**config.mk**
```make
export PLATFORM = sky130hd
export DESIGN_NAME = vga_fetch
export DESIGN_NICKNAME = d
export VERILOG_FILES = /design/src/rtl/vga_fetch.sv
export SDC_FILE = /design/constraint.sdc
export NUM_CORES = 2
export LEC_CHECK = 0
export CAP_MARGIN = 40
export CORE_ASPECT_RATIO = 0.9
export CORE_MARGIN = 2
export CORE_UTILIZATION = 63
export CTS_BUF_LIST = sky130_fd_sc_hd__clkbuf_16
export CTS_CLUSTER_SIZE = 16
export DETAILED_ROUTE_END_ITERATION = 16
export GPL_TIMING_DRIVEN = 0
export PLACE_DENSITY = 0.8
export SYNTH_ARGS = -nofsm -noshare
export SYNTH_HDL_FRONTEND = slang
export SYNTH_SLANG_ARGS = --single-unit
```
**constraint.sdc**
```tcl
create_clock -name mem_clk_i -period 7.5 [get_ports mem_clk_i]
set_input_delay 1.125 -clock mem_clk_i [delete_from_list [all_inputs] [get_ports mem_clk_i]]
set_output_delay 1.125 -clock mem_clk_i [all_outputs]
set_load 0.01 [all_outputs]
```
**src/rtl/vga_fetch.sv**
```systemverilog
// Framebuffer prefetch: issues fixed-length burst reads over a linear window
// and buffers returned words in a first-word-fall-through FIFO for the pixel path.
module vga_fetch #(
  parameter int                          WIDTH   = 32,
  parameter int                          ADDRESS = 21,
  parameter int                          FBSIZE  = 18,
  parameter logic [ADDRESS-FBSIZE-1:0]   FBOFF   = '0,
  parameter int                          BSIZE   = 3,
  parameter int                          FDEPTH  = 6
) (
  input  logic               mem_clk_i,
  input  logic               reset_ni,
  input  logic               enable_i,
  input  logic               frame_start_i,
  output logic               mem_read_o,
  input  logic               mem_rack_i,
  input  logic               mem_ready_i,
  output logic [ADDRESS-1:0] mem_addr_o,
  input  logic [WIDTH-1:0]   mem_data_i,
  input  logic               px_read_i,
  output logic [WIDTH-1:0]   px_data_o,
  output logic               px_valid_o,
  output logic               underrun_o,
  output logic [FDEPTH:0]    level_o
);

  localparam int DEPTH = 1 << FDEPTH;
  localparam int BURST = 1 << BSIZE;

  typedef enum logic [1:0] {IDLE, REQ, DATA} state_t;

  state_t              state, state_next;
  logic [FBSIZE-1:0]   offset;
  logic [BSIZE-1:0]    beat;
  logic                restart;
  logic                can_issue, issue, accept, beat_in, burst_end, push, pop;

  logic [WIDTH-1:0]    fifo_mem [DEPTH];
  logic [FDEPTH-1:0]   wr_ptr, rd_ptr;
  logic [FDEPTH:0]     count;

  // Issuing only with room for a whole burst is what keeps the FIFO from overflowing.
  assign can_issue = enable_i && !frame_start_i && (count <= (FDEPTH+1)'(DEPTH - BURST));
  assign pop       = px_read_i && (count != '0);

  always_ff @(posedge mem_clk_i or negedge reset_ni) begin
    if (!reset_ni) state <= IDLE;
    else           state <= state_next;
  end

  always_comb begin
    // NOTE: every combinational output gets a default first so no latch is inferred.
    state_next = state;
    case (state)
      IDLE:    if (can_issue)                      state_next = REQ;
      REQ:     if (mem_rack_i)                     state_next = DATA;
      DATA:    if (mem_ready_i && beat == BSIZE'(BURST - 1)) state_next = IDLE;
      default:                                     state_next = IDLE;
    endcase
  end

  always_comb begin
    mem_read_o = (state == REQ);
    issue      = (state == IDLE) && can_issue;
    accept     = (state == REQ)  && mem_rack_i;
    beat_in    = (state == DATA) && mem_ready_i;
    burst_end  = beat_in && (beat == BSIZE'(BURST - 1));
    push       = beat_in && !restart && !frame_start_i;
  end

  // NOTE: sequential state uses non-blocking assignments; the later assignment wins.
  always_ff @(posedge mem_clk_i or negedge reset_ni) begin
    if (!reset_ni) begin
      mem_addr_o <= {FBOFF, {FBSIZE{1'b0}}};
      offset     <= '0;
      beat       <= '0;
      restart    <= 1'b0;
    end else begin
      if (issue) mem_addr_o <= {FBOFF, offset};
      if (state == IDLE && frame_start_i) offset <= '0;
      if (accept) offset <= offset + FBSIZE'(BURST);
      if (frame_start_i && state != IDLE) restart <= 1'b1;
      if (beat_in) beat <= beat + 1'b1;
      if (burst_end) begin
        restart <= 1'b0;
        if (restart || frame_start_i) offset <= '0;
      end
    end
  end

  // NOTE: the storage array is not reset; occupancy alone says which entries are valid.
  always_ff @(posedge mem_clk_i) begin
    if (push) fifo_mem[wr_ptr] <= mem_data_i;
  end

  always_ff @(posedge mem_clk_i or negedge reset_ni) begin
    if (!reset_ni) begin
      wr_ptr     <= '0;
      rd_ptr     <= '0;
      count      <= '0;
      underrun_o <= 1'b0;
    end else if (frame_start_i) begin
      wr_ptr     <= '0;
      rd_ptr     <= '0;
      count      <= '0;
      underrun_o <= 1'b0;
    end else begin
      if (push) wr_ptr <= wr_ptr + 1'b1;
      if (pop)  rd_ptr <= rd_ptr + 1'b1;
      case ({push, pop})
        2'b10:   count <= count + (FDEPTH+1)'(1);
        2'b01:   count <= count - (FDEPTH+1)'(1);
        default: count <= count;
      endcase
      if (px_read_i && count == '0) underrun_o <= 1'b1;
    end
  end

  assign px_data_o  = fifo_mem[rd_ptr];
  assign px_valid_o = (count != '0);
  assign level_o    = count;

endmodule

```
==> flow_metrics.env <==
export IMPL_status="completed"
export IMPL_postCtsSetupBuffers=0
export IMPL_ys_warn_count=0
export IMPL_antenna_left=0
export IMPL_most_common_layout_cells="edfxtp_1 (2048), mux4_2 (510), a22oi_1 (198), clkbuf_16 (198), a21oi_1 (113)"
export IMPL_overflow=0
export IMPL_die_w_um=380
export IMPL_cts_tree="done"
export IMPL_hold_viol_final=0
export IMPL_path_class="register to primary output"
export IMPL_synthFlopType="edfxtp_1"
export IMPL_routed_wl_um=241000
export IMPL_grt_pass1_vias=44200
export IMPL_ys_seq_area_share_pct=78.5
export IMPL_clockBufferDepth=3
export IMPL_port_buffers=96
export IMPL_synth_top_family_by_area="multiplexers"
export IMPL_clock_latency_ns=0.85
export IMPL_drt_initial_drc_count=9067
export IMPL_vias=44400
export IMPL_totalNegativeSetupSlack_ns=0
export IMPL_drv_slew=0
export IMPL_crit_top_cell="buf_2"
export IMPL_drc=0
export IMPL_drive_above_1_share_pct=27.0
export IMPL_grt_start_max_net_pins=65
export IMPL_finalCritPeriodShare_pct=93.4
export IMPL_cts_sinks=2110
export IMPL_cp_slowest_cell="o21ai_0"
export IMPL_hpwl_um=143000
export IMPL_syn_inst=3589
export IMPL_crit_path_max_incr_delay_ns=0.74
export IMPL_cts_root_buf="clkbuf_16"
export IMPL_synth_simple_area_share_pct=1.72
export IMPL_antenna_found_initial=16
export IMPL_clkTransAtPathRegs_ns=0.07
export IMPL_power_mw=28.4
export IMPL_ctsHtreeMaxLevel=4
export IMPL_path_cells="buf_2, buf_4, buf_2, buf_2, mux4_2, o22ai_1, nor2_1, o21ai_0, nand2_1, clkdlybuf4s50_1"
export IMPL_num_io_pins=102
export IMPL_cp_required_ns=6.38
export IMPL_power_density_nw_per_um2=307
export IMPL_setup_viol=0
export IMPL_min_period_ns=7.00
export IMPL_fin_cells=5898
export IMPL_initial_core_util_pct=63.3
export IMPL_cts_resized=0
export IMPL_maxSlewHeadroom_pct=7.31
export IMPL_grtUsageTotal_pct=37.3
export IMPL_critPathMaxFanout=10
export IMPL_routedWlPerCell_um=40.9
export IMPL_ir_worst_vdd_v=0.000286
export IMPL_nNetsFinal=4079
export IMPL_critPathArrivalTime_ns=5.88
export IMPL_cts_hold_fix_buffers=0
export IMPL_dieHeight_um=343
export IMPL_worst_setup_path_end_kind="primary output"
export IMPL_hold_class="input port to asynchronous set/reset pin"
export IMPL_cts_buffers=191
export IMPL_die_area_um2=130000
export IMPL_netlist_area_um2=80300
export IMPL_synthAdderAreaFrac_pct=0.109
export IMPL_synth_top_area_cell="edfxtp_1"
export IMPL_synth_compound_area_share_pct=3.53
export IMPL_place_gp_congestion=0.885
export IMPL_grt_pass1_wl_um=334000
export IMPL_fillers=6565
export IMPL_tightest_slew_ns=1.39
export IMPL_p_leak_nw=28.8
export IMPL_first_pass_iters=6
export IMPL_syn_to_final_growth_pct=15.2
export IMPL_max_freq_mhz=143
export IMPL_synth_edf_count=2048
export IMPL_layout_commonest_cell="edfxtp_1"
export IMPL_whs_ns=0.411
export IMPL_yosysTopAreaCellShare_pct=76.6
export IMPL_synth_seq_cells=2110
export IMPL_syn_avg_cell_area_um2=22.4
export IMPL_yosys_top_cells_area="edfxtp_1 (77%), mux4_2 (14%), dfrtp_1 (1.9%)"
export IMPL_cp_start_kind="register"
export IMPL_placed_cells=5521
export IMPL_synth_cell_types=64
export IMPL_synth_xor_area_share_pct=0.153
export IMPL_rsz0062_at_grt="no"
export IMPL_async_flop_share_pct=2.94
export IMPL_skew_ns=0.0528
export IMPL_core_um2=127000
export IMPL_num_rows=124
export IMPL_vias_per_cell=7.52
export IMPL_cap_viol_max_count=0
export IMPL_synthMuxAreaShare_pct=14.8
==> sequential cells by signal, summed over array words and instances (netlist names) <==
name and flops:
fifo_mem 2048, mem_addr_o 18, offset 18, level_o 7
rd_ptr 6, wr_ptr 6, beat 3, state 2
restart 1, underrun_o 1
==> through the flow <==
stage / area, um2 / setup slack (ns) / util [%]
3_5_place_dp: 86100 / 1.57 / 67.9
3_3_place_gp: 83400 / 0.314 / 65.8
4_1_cts: 92200 / 0.420 / 72.7
2_1_floorplan: 80300 / 3.45 / -
6_report: 92400 / 0.499 / 72.9
5_1_grt: 92400 / 0.575 / 72.9
==> area by class of cell <==
class	count	area [um2]	area share, %
clock inverter	150	1090	1.18
multi-input combinational	1265	16800	18.2
buffer	209	913	0.988
clock buffer	198	4950	5.36
antenna	9	22.5	0.0244
sequential	2110	63100	68.2
inverter	7	26.3	0.0284
tap	1701	2130	2.30
timing repair buffer	249	3480	3.77
==> worst max-delay path: cells and delay by family, from the launching register on <==
kind | cells | cell delay (ns)
compound gates | 2 | 1.02
flops | 1 | 0.39
simple gates | 2 | 0.33
mux | 1 | 0.60
buf+inv | 5 | 2.67
==> path summary, 6_finish.rpt <==
kind	from	slack [ns]	depth (start not counted)	end
max in group asynchronous	reset_ni	6.51	1	underrun_o
max	rd_ptr[0]	0.50	10	px_data_o[9]
max reg2reg	rd_ptr[3]	3.44	8	rd_ptr[4]
min	reset_ni	0.41	1	wr_ptr[2]
min in group mem_clk_i	beat[0]	0.49	1	beat[0]
min reg2reg	beat[0]	0.49	1	beat[0]
==> power breakdown <==
group / total [mW] / internal (mW) / switching, mW
logic: 5.69 / 2.50 / 3.19
clock network: 9.67 / 5.31 / 4.36
registers: 13.0 / 13.0 / 0.0674
==> synth_stat cells (4+ instances only) <==
master,instances
a2111oi_0,7
a21oi_1,113
a221oi_1,9
a22o_1,8
a22oi_1,198
a31oi_1,5
and2_1,4
and3b_1,4
buf_1,29
buf_2,57
buf_4,15
clkbuf_1,107
dfrtp_1,62
edfxtp_1,2048
ha_1,7
inv_1,7
mux2_2,28
mux2i_1,4
mux4_2,510
nand2_1,38
nand2b_1,7
nand3_1,23
nand3b_1,6
nand4_1,10
nor2_1,130
nor2b_1,5
nor3_1,6
o211ai_1,7
o21ai_0,17
o22ai_1,23
or2_2,6
or3_1,9
or4_1,20
xnor2_1,8
xor2_1,6
==> cells by family (layout without fill, tap and decap cells) <==
kind of cell               after synthesis  count (layout)
other                                    1              12
adders and majority gates                7               7
xor gates and xnor gates                14              14
DFF                                   2110            2110
buffers and inverters                  216             813
muxes                                  543             543
and+or+nand+nor                        283             283
AOI/OAI and AO/OA                      415             415
==> routing by layer <==
layer	vias to the layer above	track usage (%)	routed length, um
met5	-	0.499	233
met4	16	22.7	17400
met3	1038	12.5	37900
met2	4705	57.2	112000
met1	22400	46.9	73600
li1	16200	-	-
No activity file was read; power rests on OpenSTA's default activity.
